==> config.mk <==
export PLATFORM = sky130hd
export DESIGN_NAME = fifo_stream_reader_flat
export DESIGN_NICKNAME = d
export VERILOG_FILES = /design/src/rtl/fifo_pkg.sv /design/src/rtl/fifo_stream_reader_if.sv /design/src/rtl/fifo_stream_reader_buf.sv /design/src/rtl/fifo_stream_reader.sv /design/src/flat_wrapper.sv
export SDC_FILE = /design/constraint.sdc
export NUM_CORES = 1
export LEC_CHECK = 0
export CAP_MARGIN = 10
export CORE_ASPECT_RATIO = 1.75
export CORE_MARGIN = 2
export CORE_UTILIZATION = 45
export CTS_BUF_LIST = sky130_fd_sc_hd__clkbuf_4
export CTS_CLUSTER_DIAMETER = 100
export DETAILED_ROUTE_END_ITERATION = 12
export GPL_TIMING_DRIVEN = 0
export PLACE_DENSITY = 0.74
export SYNTH_ARGS = -nofsm -noshare
export SYNTH_HDL_FRONTEND = slang
export SYNTH_HIERARCHICAL = 1
export SYNTH_SLANG_ARGS = --single-unit
==> constraint.sdc <==
create_clock -name clk -period 3.4 [get_ports clk]
set_clock_uncertainty 0.05 [all_clocks]
set_input_delay 0.51 -clock clk [delete_from_list [all_inputs] [get_ports clk]]
set_output_delay 0.51 -clock clk [all_outputs]
set_load 0.02 [all_outputs]
==> src/rtl/fifo_pkg.sv <==
// Shared constants and types for the 16x8 synchronous FIFO and its drain-side reader.
package fifo_pkg;

    localparam int DATA_W     = 8;
    localparam int FIFO_DEPTH = 16;

    typedef logic [DATA_W-1:0] data_t;

    // Pointer width for a circular buffer of the given depth (at least one bit).
    function automatic int ptr_w(input int depth);
        return (depth > 1) ? $clog2(depth) : 1;
    endfunction

endpackage

==> src/rtl/fifo_stream_reader_if.sv <==
// Valid/ready byte stream presented by the FIFO reader to its consumer.
interface fifo_stream_reader_if #(
    parameter int DATA_W = fifo_pkg::DATA_W
);

    logic              m_valid;
    logic [DATA_W-1:0] m_data;
    logic              m_ready;

    modport master (output m_valid, output m_data, input m_ready);
    modport slave  (input m_valid, input m_data, output m_ready);

endinterface

==> src/rtl/fifo_stream_reader_buf.sv <==
// Small circular buffer absorbing the FIFO read latency; head entry is always visible.
module reader_buf
    import fifo_pkg::*;
#(
    parameter  int DATA_W = fifo_pkg::DATA_W,
    parameter  int DEPTH  = 2,
    localparam int OCC_W  = $clog2(DEPTH + 1)
) (
    input  logic              clk,
    input  logic              rst,
    input  logic              push,
    input  logic [DATA_W-1:0] din,
    input  logic              pop,
    output logic [OCC_W-1:0]  occ,
    output logic [DATA_W-1:0] head
);

    localparam int PTR_W = ptr_w(DEPTH);

    logic [PTR_W-1:0]  head_ptr;
    logic [PTR_W-1:0]  tail_ptr;
    logic [DATA_W-1:0] mem [DEPTH];

    function automatic logic [PTR_W-1:0] next_ptr(input logic [PTR_W-1:0] p);
        return (p == PTR_W'(DEPTH - 1)) ? '0 : p + PTR_W'(1);
    endfunction

    always_ff @(posedge clk or posedge rst) begin
        if (rst) begin
            head_ptr <= '0;
            tail_ptr <= '0;
            occ      <= '0;
        end else begin
            if (push) tail_ptr <= next_ptr(tail_ptr);
            if (pop)  head_ptr <= next_ptr(head_ptr);
            occ <= occ + OCC_W'(push) - OCC_W'(pop);
        end
    end

    // Storage carries no reset; only occupancy decides what is valid.
    always_ff @(posedge clk) begin
        if (push) mem[tail_ptr] <= din;
    end

    assign head = mem[head_ptr];

endmodule

==> src/rtl/fifo_stream_reader.sv <==
// Drain-side reader for the 16x8 FIFO: issues reads, tracks write-priority drops, streams bytes out.
module fifo_stream_reader
    import fifo_pkg::*;
#(
    parameter int DATA_W    = fifo_pkg::DATA_W,
    parameter int BUF_DEPTH = 2,
    parameter int CNT_W     = 16
) (
    input  logic                 clk,
    input  logic                 rst,
    input  logic                 en,
    output logic                 fifo_rd,
    input  logic [DATA_W-1:0]    fifo_dout,
    input  logic                 fifo_empty,
    input  logic                 fifo_full,
    input  logic                 fifo_wr_mon,
    fifo_stream_reader_if.master strm,
    output logic [CNT_W-1:0]     rd_count,
    output logic                 idle
);

    localparam int OCC_W = $clog2(BUF_DEPTH + 1);
    localparam logic [OCC_W:0] DEPTH_L = (OCC_W + 1)'(BUF_DEPTH);

    logic [OCC_W-1:0]  occ;
    logic [OCC_W:0]    level;
    logic [DATA_W-1:0] head;
    logic              pending;
    logic              pop;
    logic              rd_accept;

    reader_buf #(
        .DATA_W (DATA_W),
        .DEPTH  (BUF_DEPTH)
    ) u_buf (
        .clk  (clk),
        .rst  (rst),
        .push (pending),
        .din  (fifo_dout),
        .pop  (pop),
        .occ  (occ),
        .head (head)
    );

    assign strm.m_valid = (occ != '0);
    assign strm.m_data  = head;

    // Occupancy seen after this cycle's pop, counting the byte still in flight from the FIFO.
    always_comb begin
        pop       = strm.m_valid & strm.m_ready;
        level     = {1'b0, occ} + (OCC_W + 1)'(pending) - (OCC_W + 1)'(pop);
        fifo_rd   = ~rst & en & ~fifo_empty & (level < DEPTH_L);
        rd_accept = fifo_rd & ~fifo_empty & ~(fifo_wr_mon & ~fifo_full);
        idle      = ~pending & (occ == '0) & (rst | fifo_empty | ~en);
    end

    always_ff @(posedge clk or posedge rst) begin
        if (rst) begin
            pending  <= 1'b0;
            rd_count <= '0;
        end else begin
            pending <= rd_accept;
            if (rd_accept) rd_count <= rd_count + CNT_W'(1);
        end
    end

endmodule

==> src/flat_wrapper.sv <==
// flat-port wrapper written by rule: the top's interface ports become plain ports
module fifo_stream_reader_flat import fifo_pkg::*;
#(
    parameter int DATA_W    = fifo_pkg::DATA_W,
    parameter int BUF_DEPTH = 2,
    parameter int CNT_W     = 16
)
  (clk, rst, en, fifo_rd, fifo_dout, fifo_empty, fifo_full, fifo_wr_mon, rd_count, idle, strm_m_valid, strm_m_data, strm_m_ready);
  fifo_stream_reader_if #(.DATA_W(DATA_W)) strm_i ();
  input  logic clk;
  input  logic rst;
  input  logic en;
  output logic fifo_rd;
  input  logic [DATA_W-1:0] fifo_dout;
  input  logic fifo_empty;
  input  logic fifo_full;
  input  logic fifo_wr_mon;
  output logic [CNT_W-1:0] rd_count;
  output logic idle;
  output wire logic [$bits(strm_i.m_valid)-1:0] strm_m_valid;
  output wire logic [$bits(strm_i.m_data)-1:0] strm_m_data;
  input wire logic [$bits(strm_i.m_ready)-1:0] strm_m_ready;
  assign strm_m_valid = strm_i.m_valid;
  assign strm_m_data = strm_i.m_data;
  assign strm_i.m_ready = strm_m_ready;
  fifo_stream_reader #(.DATA_W(DATA_W), .BUF_DEPTH(BUF_DEPTH), .CNT_W(CNT_W)) u_core (.clk(clk), .rst(rst), .en(en), .fifo_rd(fifo_rd), .fifo_dout(fifo_dout), .fifo_empty(fifo_empty), .fifo_full(fifo_full), .fifo_wr_mon(fifo_wr_mon), .strm(strm_i), .rd_count(rd_count), .idle(idle));
endmodule
# Word level (Yosys, flattened, before mapping)
# Memories as Yosys holds them, arrays and structs flattened.
# Index checks and enable logic that the tools add are counted.
dict set report totals {
  ff_bits 21
  mem_bits_rw 16
  input_bits 15
  out_inout_bits 27
  word_cells 37
  memories 1
}
dict set report op_classes {
  add_sub_neg 7
  n_lt_le_gt_ge 1
  n_mux 4
  bitwise_logic 17
  reduce_logical 2
}
# memory words width read_ports rd_ports_with_merged_regs wr line_no
set memory_table {}
lappend memory_table {u_core.u_buf.mem 2 8 1 0 1 fifo_stream_reader_buf.sv:22} ;# logic [DATA_W-1:0] mem [DEPTH];
# cell n
set ops {}
lappend ops {{16-bit by 1-bit adder with 16-bit output (second input constant)} 1}
lappend ops {{1-bit bitwise AND} 9}
lappend ops {{1-bit NOT} 6}
lappend ops {{1-bit 2-to-1 mux} 4}
lappend ops {{2-bit by 1-bit adder with 3-bit output} 1}
lappend ops {{3-bit by 2-bit < comparator with 1-bit output (second input constant)} 1}
lappend ops {{3-bit by 1-bit subtractor with 3-bit output} 1}
lappend ops {{1-bit adder (second input constant)} 2}
lappend ops {{2-bit by 1-bit adder with 2-bit output} 1}
lappend ops {{2-bit zero test} 1}
lappend ops {{1-bit bitwise OR} 2}
lappend ops {{2-bit nonzero test} 1}
lappend ops {{2-bit by 1-bit subtractor with 2-bit output} 1}

# Depth between registers and ports, before layout
dict set report depth {
  word_depth 7
  ltp_mapped 10
  ltp_nobuf 9
}

# Cells and area by module
# Netlist, hierarchy kept.
# module instances cells_per_inst area_per_inst_um2 seq_area_each_um2
set by_module_without_submodules {}
lappend by_module_without_submodules {fifo_stream_reader 1 78 892.1 425.4}
lappend by_module_without_submodules {reader_buf 1 39 802.0 580.6}

# Worst setup path before layout
# Ideal clock, no wire load.
dict set report synth_path {
  path_kind {flip-flop to flip-flop}
  from {register u_core.u_buf.occ[1]}
  to {register u_core.rd_count[1]}
  setup_ns 0.125
  t_arrival_ns 2.850
  t_required_ns 3.225
  path_slack_ns 0.375
  stages_incl_launch_ff 10
  path_buffers 0
  synth_period_minus_slack_ns 3.025
  cell_sequence {dfrtp_1 or2_2 and2_1 ha_1 nand2b_1 fa_1 nand4bb_4 nor2_1 nand2_1 mux2_2}
}
dict set report synth_via {
  elab_chain_cells 7
  elab_cells_between_ends 8
  classes_between {2 x add/sub; 1 x order compare; 4 x bitwise; 1 x reduce/logical}
}
# item line_no
set synth_lines {}
lappend synth_lines {{start, declared} fifo_stream_reader_buf.sv:14} ;# output logic [OCC_W-1:0] occ,
lappend synth_lines {{start signal, assigned} fifo_stream_reader_buf.sv:36} ;# occ <= occ + OCC_W'(push) - OCC_W'(pop);
lappend synth_lines {{2-bit nonzero test} fifo_stream_reader.sv:45} ;# assign strm.m_valid = (occ != '0);
lappend synth_lines {{named net strm_m_valid} flat_wrapper.sv:20} ;# output wire logic [$bits(strm_i.m_valid)-1:0] strm_m_valid;
lappend synth_lines {{1-bit bitwise AND} fifo_stream_reader.sv:50} ;# pop = strm.m_valid & strm.m_ready;
lappend synth_lines {{named net u_core.pop} fifo_stream_reader.sv:29} ;# logic pop;
lappend synth_lines {{3-bit by 1-bit subtractor with 3-bit output} fifo_stream_reader.sv:51} ;# level = {1'b0, occ} + (OCC_W + 1)'(pending) - (OCC_W + 1)'(pop);
lappend synth_lines {{3-bit by 2-bit < comparator with 1-bit output} fifo_stream_reader.sv:52} ;# fifo_rd = ~rst & en & ~fifo_empty & (level < DEPTH_L);
lappend synth_lines {{1-bit bitwise AND} fifo_stream_reader.sv:52}
lappend synth_lines {{named net fifo_rd} flat_wrapper.sv:13} ;# output logic fifo_rd;
lappend synth_lines {{1-bit bitwise AND (2 in series)} fifo_stream_reader.sv:53} ;# rd_accept = fifo_rd & ~fifo_empty & ~(fifo_wr_mon & ~fifo_full);
lappend synth_lines {{end signal, assigned} fifo_stream_reader.sv:63} ;# if (rd_accept) rd_count <= rd_count + CNT_W'(1);
lappend synth_lines {{end, declared} fifo_stream_reader.sv:18} ;# output logic [CNT_W-1:0] rd_count,
# The timed path passes the listed nets, and every way through them passes these cells.
# A chain may end at the register's enable or synchronous reset.

# Final worst setup path
dict set report layout_path {
  from {register u_core.u_buf.occ[1]}
  to {output port fifo_rd}
}
dict set report layout_via {
  elab_chain_cells 5
  elab_cells_between_ends 6
  classes_between {2 x add/sub; 1 x order compare; 2 x bitwise; 1 x reduce/logical}
}
# item line_no
set layout_lines {}
lappend layout_lines {{2-bit nonzero test} fifo_stream_reader.sv:45}
lappend layout_lines {{1-bit bitwise AND} fifo_stream_reader.sv:50}
lappend layout_lines {{named net u_core.pop} fifo_stream_reader.sv:29}
lappend layout_lines {{3-bit by 1-bit subtractor with 3-bit output} fifo_stream_reader.sv:51}
lappend layout_lines {{3-bit by 2-bit < comparator with 1-bit output} fifo_stream_reader.sv:52}
lappend layout_lines {{1-bit bitwise AND} fifo_stream_reader.sv:52}
lappend layout_lines {{end, declared} flat_wrapper.sv:13}
# The timed path passes the listed nets, and every way through them passes these cells.

==> metrics.md <==
| Metric | Value |
|---|---|
| Max-cap violation count | 0 |
| Sequential power share | 0.435 |
| CTS Buf Count | 5 |
| Area growth from synthesis to layout | 31.98% |
| Port bufs | 41 |
| Static Leak | 0.0009276 µW |
| Via density | 5.014 |
| Wire per inst | 14.19 µm |
| Int Power | 900.8 µW |
| First DRT Iteration DRCs | 21 |
| Clock root cell | clkbuf_4 |
| Mapped Area | 1694 µm² |
| Largest net degree at the start of global routing | 18 |
| Crit-path cells | or2_4, and2_4, ha_1, nand2b_1, fa_1, nand4bb_4, nor2_4, buf_4 |
| Crit Path Class | flip-flop to output pin |
| Crit path from | u_core/u_buf/occ[1]$_DFF_PP0_ |
| Fin crit share | 0.9433 |
| Via count | 1,063 |
| Rel. slew slack | 0.5219 |
| Final total power | 1336 µW |
| Gr ovfl total | 0 |
| Synth Register Bits | 37 |
| Sequential fraction of the synthesis area | 0.5938 |
| Area of the multi-input gates | 665.6 µm² |
| Largest stage delay, worst path | 0.57 ns |
| Clock Path Buffers | 2 |
| Clock Power Share | 0.167 |
| Endpoints failing setup | 0 |
| CTS tree | done |
| Final Hold Vio Count | 0 |
| Most frequent cells in the layout | clkdlybuf4s50_1 (40), dfrtp_1 (20), edfxtp_1 (16), xnor2_1 (9) |
| Vias in the first global route | 1,075 |
| Yosys top cell area share | 0.3102 |
| RSZ-0062 raised after global routing | false |
| Min Tclk post-route | 3.207 ns |
| H-tree levels | 2 |
| Final-report max-slew violation count | 0 |
| Power density over cell area | 597.7 nW/µm² |
| Worst vdd ir | 0.0004808 V |
| Height of the die | 85.17 µm |
| RePlAce Congestion | 0.7438 |
| Die X-Extent | 50.38 µm |
| TritonCTS sink count | 37 |
| Reg area | 1007 µm² |
| Synthesized area per cell | 14.48 µm² |
| Fillcell total | 290 |
| Final WS setup | 0.1928 ns |
| Post-route ant nets | 0 |
| Post-DP HPWL | 2.295 mm |
| Post-layout nets | 185 |
| Commonest non-fill, non-tap cell in the layout | clkdlybuf4s50_1 |
| Required @ worst endpoint | 2.84 ns |
| Final Util | 0.6162 |
| Antenna violations before repair | 0 |
| Slowest cell on the critical path | fa_1 |
| Layout cells sized above 1 | 0.1807 |
| Slew @ Worst Pin | 0.7157 ns |
| Gate power share | 0.398 |
| # diodes | 0 |
| Startpoint types | flip-flop |
| # hold bufs at CTS | 0 |
| Netlist cell types | 29 |
| Reg2reg start | u_core/u_buf/occ[1]$_DFF_PP0_ |
| Data arrival time of the critical path | 2.65 ns |
| GR Util All Layers | 0.1567 |
| NetSw | 435.5 µW |
| Drt total wl | 3.008 mm |
| Row count | 29 |
| Yosys warning count | 6 |
| Post-Place Worst Slack | -0.1928 ns |
| Fin Setup TNS | 0 ns |
| Status | finished, final reports clean |
| Syn_nets | 137 |
| Largest area contributor in the netlist | dfrtp_1 |
| Hold/Removal Path Class | primary input to asynchronous set/reset pin |
| Sw Ratio | 0.3259 |
| Residual DRC | 0 |
| Synth top area cells | dfrtp_1 (31%), edfxtp_1 (28%), mux2_4 (7.1%) |
| F_max | 311.8 MHz |
| Boundary pin count | 42 |
| Starting Density | 0.4669 |
| Core area | 3628 µm² |
| Global-route wire length before repair | 4.961 mm |
| Worst-Skew Late Latency | 0.34 ns |
| CP endpoint kind | output pin |
| Die Area | 4291 µm² |
| Max FO, Critical Path | 4 |
| Post-Syn Instances | 117 |
| Hold slack | 0.3816 ns |
| Drt pass-1 iters | 4 |
| Reg clk slew, reported paths | 0.11 ns |
-- worst max-delay path, delay by kind of cell (launching register included) --
kind	cells	cell delay, ns
flops	1	0.47
simple gates	5	0.87
fa+ha+maj	2	0.83
buf+inv	1	0.14
-- final timing paths --
kind                       slack, ns                           endpoint  cells after the start
max in group asynchronous       2.29    u_core/rd_count[15]$_DFFE_PP0P_                      2
hold reg to reg                 0.43    u_core/rd_count[15]$_DFFE_PP0P_                      1
min in group clk                0.43    u_core/rd_count[15]$_DFFE_PP0P_                      1
hold / removal                  0.38  u_core/u_buf/head_ptr$_DFFE_PP0P_                      2
setup / recovery                0.19                            fifo_rd                      8
setup reg to reg                0.33     u_core/rd_count[5]$_DFFE_PP0P_                      9
-- layer usage --
| metal | share of wire | vias to the layer above | wire [µm] | global-route usage |
|---|---|---|---|---|
| met2 | 0.54 | 36 | 1612 | 0.2656 |
| met3 | 0.066 | 7 | 198 | 0.05634 |
| met1 | 0.37 | 521 | 1118 | 0.1684 |
| met4 | 0.026 | 0 | 79 | 0.07862 |
| met5 | 0 | - | 0 | 0 |
| li1 | - | 499 | - | - |
-- timing repair --
item                                   4_1_cts  5_1_grt
pin swaps                                    0        2
resized for setup                            6        5
endpoints found under the hold margin        0        0
setup buffers                                0        0
setup endpoints to repair                    1        1
-- power by group through the flow --
stage / sequential, µW / combinational [µW] / clock (µW)
5_1_grt: 592 / 568 / 255
3_3_place_gp: 582 / 498 / 0
6_report: 582 / 532 / 223
4_1_cts: 580 / 516 / 232
3_5_place_dp: 587 / 513 / 0
2_1_floorplan: 598 / 322 / 0
-- registers in the layout, summed over array words and instances, names as in the netlist --
register	cells
u_core/pending	1
u_core/rd_count	16
u_core/u_buf/head_ptr	1
u_core/u_buf/mem	16
u_core/u_buf/occ	2
u_core/u_buf/tail_ptr	1
-- area by class of cell --
cell class                      count  area share
Sequential cell                    37      0.4505
Multi-Input combinational cell     71      0.2977
Timing Repair Buffer               41      0.1824
Tap cell                           46     0.02574
Clock buffer                        6     0.02015
Inverter                            7     0.01175
Buffer                              2    0.007275
Clock inverter                      2    0.004477
-- Yosys cell counts --
cell	n
and2_1	2
and3_1	1
and4_1	2
buf_2	1
buf_6	1
dfrtp_1	21
edfxtp_1	16
fa_1	1
ha_1	4
inv_1	7
mux2_2	1
mux2_4	8
nand2_1	6
nand2b_1	2
nand3_1	6
nand4_1	3
nand4bb_1	1
nand4bb_4	1
nor2_1	5
nor2b_1	1
nor3_1	1
nor3_2	3
nor3b_1	1
nor4b_4	1
or2_1	1
or2_2	1
xnor2_1	9
xor2_1	9
xor3_1	1
-- stage by stage --
step,area (µm²),std cells
finish,2236,212
global route,2236,212
CTS,2216,212
detailed placement,2162,204
global placement,2162,204
floorplan,1694,117
-- cell families after synthesis --
| group | synth area share |
|---|---|
| simple gates | 0.1551 |
| flops | 0.5938 |
| xor+xnor | 0.1071 |
| buf+inv | 0.02511 |
| mux | 0.07755 |
| fa+ha+maj | 0.04136 |
(Power assumes the default switching activity.)
